==> src/rtl/linebuf_ctrl_if.sv <==
// rtl/linebuf_ctrl_if.sv - line-buffer controller writer/scanout/RAM signal bundle
interface linebuf_ctrl_if #(
  parameter int dWidth = 8,
  parameter int aWidth = 10
);
  logic                line_start;
  logic                wr_en;
  logic [aWidth-2:0]   wr_x;
  logic [dWidth-1:0]   wr_data;
  logic                rd_en;
  logic [dWidth-1:0]   pix_data;
  logic                pix_valid;
  logic                line_done;
  logic                err_overrun;
  logic [aWidth-1:0]   ram_addr_a;
  logic                ram_we_a;
  logic [dWidth-1:0]   ram_d_a;
  logic [aWidth-1:0]   ram_addr_b;
  logic                ram_we_b;
  logic [dWidth-1:0]   ram_d_b;
  logic [dWidth-1:0]   ram_q_b;

  modport slave (
    input  line_start, wr_en, wr_x, wr_data, rd_en, ram_q_b,
    output pix_data, pix_valid, line_done, err_overrun,
    output ram_addr_a, ram_we_a, ram_d_a, ram_addr_b, ram_we_b, ram_d_b
  );

  modport master (
    output line_start, wr_en, wr_x, wr_data, rd_en, ram_q_b,
    input  pix_data, pix_valid, line_done, err_overrun,
    input  ram_addr_a, ram_we_a, ram_d_a, ram_addr_b, ram_we_b, ram_d_b
  );
endinterface

==> src/rtl/linebuf_ctrl.sv <==
// rtl/linebuf_ctrl.sv - ping-pong line-buffer controller with clear-after-read scanout
module linebuf_ctrl #(
  parameter int                dWidth    = 8,
  parameter int                aWidth    = 10,
  parameter int                LINE_LEN  = 256,
  parameter logic [dWidth-1:0] CLEAR_VAL = '0
) (
  input  logic           clk,
  input  logic           reset,
  linebuf_ctrl_if.slave  bus
);
  localparam int             XW         = aWidth - 1;
  localparam logic [XW:0]    C_LINE_LEN = (XW+1)'(LINE_LEN);
  localparam logic [XW:0]    C_ONE      = (XW+1)'(1);

  typedef enum logic [1:0] {IDLE, SCAN, CLR, DONE} state_t;

  state_t              r_state, w_state_nxt;
  logic                r_bank, w_bank_nxt;
  logic [XW:0]         r_x, w_x_nxt;
  logic [dWidth-1:0]   r_pix_data, w_pix_data_nxt;
  logic                r_pix_valid, w_pix_valid_nxt;
  logic                r_line_done, w_line_done_nxt;
  logic                r_err, w_err_nxt;
  logic                w_we_b;
  logic [XW:0]         w_x_inc;

  assign w_x_inc = r_x + C_ONE;

  // Writer always targets the back bank; out-of-line pixels are dropped.
  assign bus.ram_addr_a = {~r_bank, bus.wr_x};
  assign bus.ram_d_a    = bus.wr_data;
  assign bus.ram_we_a   = bus.wr_en && ({1'b0, bus.wr_x} < C_LINE_LEN);

  assign bus.ram_addr_b = {r_bank, r_x[XW-1:0]};
  assign bus.ram_d_b    = CLEAR_VAL;
  assign bus.ram_we_b   = w_we_b;

  assign bus.pix_data    = r_pix_data;
  assign bus.pix_valid   = r_pix_valid;
  assign bus.line_done   = r_line_done;
  assign bus.err_overrun = r_err;

  always_ff @(posedge clk or posedge reset) begin
    if (reset) begin
      r_state     <= IDLE;
      r_bank      <= 1'b0;
      r_x         <= '0;
      r_pix_data  <= '0;
      r_pix_valid <= 1'b0;
      r_line_done <= 1'b0;
      r_err       <= 1'b0;
    end else begin
      r_state     <= w_state_nxt;
      r_bank      <= w_bank_nxt;
      r_x         <= w_x_nxt;
      r_pix_data  <= w_pix_data_nxt;
      r_pix_valid <= w_pix_valid_nxt;
      r_line_done <= w_line_done_nxt;
      r_err       <= w_err_nxt;
    end
  end

  always_comb begin
    w_state_nxt     = r_state;
    w_bank_nxt      = r_bank;
    w_x_nxt         = r_x;
    w_pix_data_nxt  = r_pix_data;
    w_pix_valid_nxt = 1'b0;
    w_line_done_nxt = r_line_done;
    w_err_nxt       = r_err;
    w_we_b          = 1'b0;

    case (r_state)
      SCAN: begin
        if (bus.rd_en && (r_x < C_LINE_LEN)) begin
          w_state_nxt = CLR;
        end
      end
      CLR: begin
        // ram_q_b holds the word read last cycle; write-back clears it now.
        w_we_b          = 1'b1;
        w_pix_data_nxt  = bus.ram_q_b;
        w_pix_valid_nxt = 1'b1;
        w_x_nxt         = w_x_inc;
        if (w_x_inc == C_LINE_LEN) begin
          w_state_nxt     = DONE;
          w_line_done_nxt = 1'b1;
        end else begin
          w_state_nxt = SCAN;
        end
        if (bus.rd_en) begin
          w_err_nxt = 1'b1;
        end
      end
      default: ;
    endcase

    // Line start overrides everything except the in-flight clear and pixel.
    if (bus.line_start) begin
      w_bank_nxt      = ~r_bank;
      w_x_nxt         = '0;
      w_state_nxt     = SCAN;
      w_line_done_nxt = 1'b0;
    end
  end
endmodule

==> src/flat_wrapper.sv <==
// flat-port wrapper written by rule: the top's interface ports become plain ports
module linebuf_ctrl_flat 
#(
  parameter int                dWidth    = 8,
  parameter int                aWidth    = 10,
  parameter int                LINE_LEN  = 256,
  parameter logic [dWidth-1:0] CLEAR_VAL = '0
)
  (clk, reset, bus_line_start, bus_wr_en, bus_wr_x, bus_wr_data, bus_rd_en, bus_ram_q_b, bus_pix_data, bus_pix_valid, bus_line_done, bus_err_overrun, bus_ram_addr_a, bus_ram_we_a, bus_ram_d_a, bus_ram_addr_b, bus_ram_we_b, bus_ram_d_b);
  linebuf_ctrl_if #(.dWidth(dWidth), .aWidth(aWidth)) bus_i ();
  input  logic clk;
  input  logic reset;
  input wire logic [$bits(bus_i.line_start)-1:0] bus_line_start;
  input wire logic [$bits(bus_i.wr_en)-1:0] bus_wr_en;
  input wire logic [$bits(bus_i.wr_x)-1:0] bus_wr_x;
  input wire logic [$bits(bus_i.wr_data)-1:0] bus_wr_data;
  input wire logic [$bits(bus_i.rd_en)-1:0] bus_rd_en;
  input wire logic [$bits(bus_i.ram_q_b)-1:0] bus_ram_q_b;
  output wire logic [$bits(bus_i.pix_data)-1:0] bus_pix_data;
  output wire logic [$bits(bus_i.pix_valid)-1:0] bus_pix_valid;
  output wire logic [$bits(bus_i.line_done)-1:0] bus_line_done;
  output wire logic [$bits(bus_i.err_overrun)-1:0] bus_err_overrun;
  output wire logic [$bits(bus_i.ram_addr_a)-1:0] bus_ram_addr_a;
  output wire logic [$bits(bus_i.ram_we_a)-1:0] bus_ram_we_a;
  output wire logic [$bits(bus_i.ram_d_a)-1:0] bus_ram_d_a;
  output wire logic [$bits(bus_i.ram_addr_b)-1:0] bus_ram_addr_b;
  output wire logic [$bits(bus_i.ram_we_b)-1:0] bus_ram_we_b;
  output wire logic [$bits(bus_i.ram_d_b)-1:0] bus_ram_d_b;
  assign bus_i.line_start = bus_line_start;
  assign bus_i.wr_en = bus_wr_en;
  assign bus_i.wr_x = bus_wr_x;
  assign bus_i.wr_data = bus_wr_data;
  assign bus_i.rd_en = bus_rd_en;
  assign bus_i.ram_q_b = bus_ram_q_b;
  assign bus_pix_data = bus_i.pix_data;
  assign bus_pix_valid = bus_i.pix_valid;
  assign bus_line_done = bus_i.line_done;
  assign bus_err_overrun = bus_i.err_overrun;
  assign bus_ram_addr_a = bus_i.ram_addr_a;
  assign bus_ram_we_a = bus_i.ram_we_a;
  assign bus_ram_d_a = bus_i.ram_d_a;
  assign bus_ram_addr_b = bus_i.ram_addr_b;
  assign bus_ram_we_b = bus_i.ram_we_b;
  assign bus_ram_d_b = bus_i.ram_d_b;
  linebuf_ctrl #(.dWidth(dWidth), .aWidth(aWidth), .LINE_LEN(LINE_LEN), .CLEAR_VAL(CLEAR_VAL)) u_core (.clk(clk), .reset(reset), .bus(bus_i));
endmodule
==> config.mk <==
export PLATFORM = sky130hd
export DESIGN_NAME = linebuf_ctrl_flat
export DESIGN_NICKNAME = d
export VERILOG_FILES = /design/src/rtl/linebuf_ctrl_if.sv /design/src/rtl/linebuf_ctrl.sv /design/src/flat_wrapper.sv
export SDC_FILE = /design/constraint.sdc
export NUM_CORES = 1
export LEC_CHECK = 0
export ABC_AREA = 1
export BUFFER_PORTS_ARGS = -buffer_cell sky130_fd_sc_hd__buf_2
export CAP_MARGIN = 20
export CORE_ASPECT_RATIO = 1.25
export CORE_MARGIN = 2
export CORE_UTILIZATION = 49
export CTS_BUF_LIST = sky130_fd_sc_hd__clkbuf_4 sky130_fd_sc_hd__clkbuf_8
export DETAILED_ROUTE_END_ITERATION = 10
export GPL_TIMING_DRIVEN = 0
export PLACE_DENSITY_LB_ADDON = 0.1
export SLEW_MARGIN = 15
export SYNTH_ARGS = -nofsm -noshare
export SYNTH_HDL_FRONTEND = slang
export SYNTH_SLANG_ARGS = --single-unit
==> constraint.sdc <==
create_clock -name clk -period 3.9 [get_ports clk]
set_clock_uncertainty 0.15 [all_clocks]
set_input_delay 0.195 -clock clk [delete_from_list [all_inputs] [get_ports clk]]
set_output_delay 0.195 -clock clk [all_outputs]
set_load 0.02 [all_outputs]
==> impl_results.md <==
* Max Cap Viol at 0
* Crit. End Element: primary output
* N_diodes at 0
* Root buf cell: clkbuf_4
* Num CTS Buffers at 3
* Die Span X at between 50 and 60 um
* Post-layout min period at approximately 1.7 ns
* Fin. Hold Viols at 0
* Placer Congestion at 0.811
* Post-synthesis instance total at 177
* Net Sw Frac at 0.371
* Status: finished clean
* Post-route insts no fill at between 200 and 300
* Largest net degree at the start of global routing at 25
* PwrDens at 394 mW/mm2
* Met3 Use GR at 0.0397
* Smallest hold slack at 0.327 ns
* Area grow syn2layout at 34.6%
* Initial Util at 0.519
* Hpwl dp at 2100 um
* CP top delay family: buffers and inverters
* Max Clk Rate at around 580 MHz
* Worst-path maximum fanout at 11
* CP required at around 3.6 ns
* Gr usage total at 0.184
* # setup viols final at 0
* Layout cells sized above 1 at 0.411
* Antenna violations before repair at 0
* Startpoint Class: flip-flop
* Slowest stage cell, crit path: dfrtp_1
* Most common cell after layout, fill and taps aside: nand2_1
* Routed Antenna Nets at 0
* Clock Power Share at 0.176
* Slew @ Worst Pin at 0.863 ns
* HP Class: reg -> reg
* Via count at approximately 1,200
* Worst Hold End: u_core.bus.err_overrun
* Leak pwr at 1.09 nW
* Fin nets at between 200 and 300
* Via density at ~4.3
* Logic pwr share at 0.370
* Register area share after synthesis at 0.427
* Vias in the first global route at about 1,100
* Grt peak-use layer: met2
* FF-to-FF path depth at 10
* Critical path, cell by cell: inv_1 > nand2_4 > inv_2 > buf_2
* Flop pwr share at 0.455
* Post-CTS Repair Setup Buffers at 0
* First DRT Iteration DRCs at 17
* Critical path type: reg -> out
* Highest-count cells in the layout ignoring fill and taps: 56 x nand2_1, 54 x buf_2, 35 x buf_4, 24 x dfrtp_1, 18 x inv_1
* Die area at 0.00331 mm2
* IO Port Bufs at 54
* Seq cells post-synth at 24
* Sw power at between 0.2 and 0.3 mW
* First-pass GRT wire length at 4690 um
* CTS tree: done
* Met1 global-route usage at 0.228
* Worst path max stage delay at approximately 0.39 ns
* H-tree depth at 1
* Syn Area/Cell at around 7.9 um2
* CTS clk-pin slew, worst paths at about 0.12 ns
* FF-to-FF End: u_core.r_state[1]
* Cell Count Post-Placement at 272
* Grt ovf at 0
* Worst skew pair latency at about 0.32 ns
* I/O pin count at 79
* Met2 GRT Util at 0.313
* Synthesis Warnings at 0
* Hold depth at 1
* Wirelength, routed at 2870 um
* Post-Synthesis Cell Area at ~0.0014 mm2
* Worst reg-to-reg setup slack at 2.27 ns
* Bufs on Longest Clock Path at 2
* Slew Limit Headroom at 0.424
* Int Power at around 0.47 mW
* Row count at 21
* Synth cell types at 23
* Residual DRC at 0
* WL/cell at about 10 um
* CTS sink count at 24
* Initial DRT Pass Iterations at 4
* Max IR drop VDD at 0.318 mV
* Hold Startpoint: u_core.bus.err_overrun
* Worst R2R Start: u_core.r_x[1]
* Core Region at 0.00271 mm2
* RSZ-0062 raised after global routing: no
* DIE HEIGHT at 63.9 um
* CP Buf/Inv Count at 3
* Crit share post-route at 0.441
* Fin. max-slew vios at 0
* Setup TNS Final at 0 ns
* Arrival @ worst endpoint at 1.37 ns
[synthesized netlist by cell type, drive strengths merged]
master | number | area (um2)
nand3 | 6 | 35.0
nor3 | 1 | 5.00
a31o | 1 | 8.76
o22ai | 4 | 25.0
o21ai | 9 | 45.0
dfrtp | 24 | 601
inv | 19 | 71.3
ha | 1 | 12.5
nand2 | 59 | 234
xor2 | 1 | 8.76
conb | 1 | 3.75
buf | 35 | 263
a22o | 1 | 10.0
o31ai | 1 | 7.51
nand4 | 1 | 6.26
nor2 | 13 | 68.8
[power groups by stage]
stage	combinational (mW)	sequential, mW	clock [mW]
after global routing	0.299	0.345	0.145
after floorplan	0.121	0.397	0
final	0.276	0.339	0.131
after global placement	0.263	0.341	0
after detailed placement	0.269	0.339	0
after CTS	0.276	0.337	0.133
[cell families after synthesis]
kind of cell             share of synthesized area
buffers and inverters                        0.238
flip-flops                                   0.427
AO/OA/AOI/OAI                               0.0686
XOR/XNOR                                   0.00623
adder cells (fa/ha/maj)                    0.00890
other                                      0.00267
AND/OR/NAND/NOR                              0.248
[layout make-up]
| class | instances | area, um2 |
|---|---|---|
| buffer | 35 | 263 |
| clock buffer | 4 | 36.3 |
| fill | 248 | 816 |
| inverter | 19 | 71.3 |
| multi-input combinational | 106 | 497 |
| sequential | 24 | 601 |
| tap | 34 | 42.5 |
| timing repair buffer | 65 | 380 |
[per-layer routing]
layer / routed length [um] / up-vias
li1: - / 656
met1: 1170 / 526
met2: 1470 / 44
met3: 187 / 5
met4: 40 / 0
met5: 0 / -
[how the worst max path moves through the flow]
stage	start	end	slack, ns	depth (start not counted)
after floorplan	u_core.r_x[0]	u_core.r_state[1]	2.49	10
after global placement	u_core.r_x[0]	u_core.r_state[1]	2.30	10
after detailed placement	u_core.r_x[1]	u_core.r_state[1]	2.29	10
after CTS	u_core.r_state[0]	bus_ram_we_b	2.18	4
after global routing	u_core.r_state[0]	bus_ram_we_b	2.07	4
final	u_core.r_state[0]	bus_ram_we_b	2.18	4
[state kept, by name, indices dropped and copies added, names as in the netlist]
register	cells
u_core.r_state	2
u_core.bus.err_overrun	1
u_core.r_x	10
u_core.bus.pix_valid	1
u_core.bus.line_done	1
u_core.r_bank	1
u_core.bus.pix_data	8
[per-stage QoR]
stage          instance area (um2)  utilization  total power, mW  setup slack (ns)
2_1_floorplan                 1430            -            0.519              2.49
3_3_place_gp                  1740        0.644            0.604              2.30
3_5_place_dp                  1740        0.644            0.608              2.29
4_1_cts                       1890        0.699            0.746              2.18
5_1_grt                       1890        0.699            0.789              2.07
6_report                      1890        0.699            0.746              2.18
[repair_timing]
item | CTS | global route
hold buffers | 11 | 0
hold endpoints to repair | 34 | 0
setup endpoints to repair | 0 | 0
gates resized for setup | 0 | 0
Note: power is estimated with default switching activity, not from simulation.
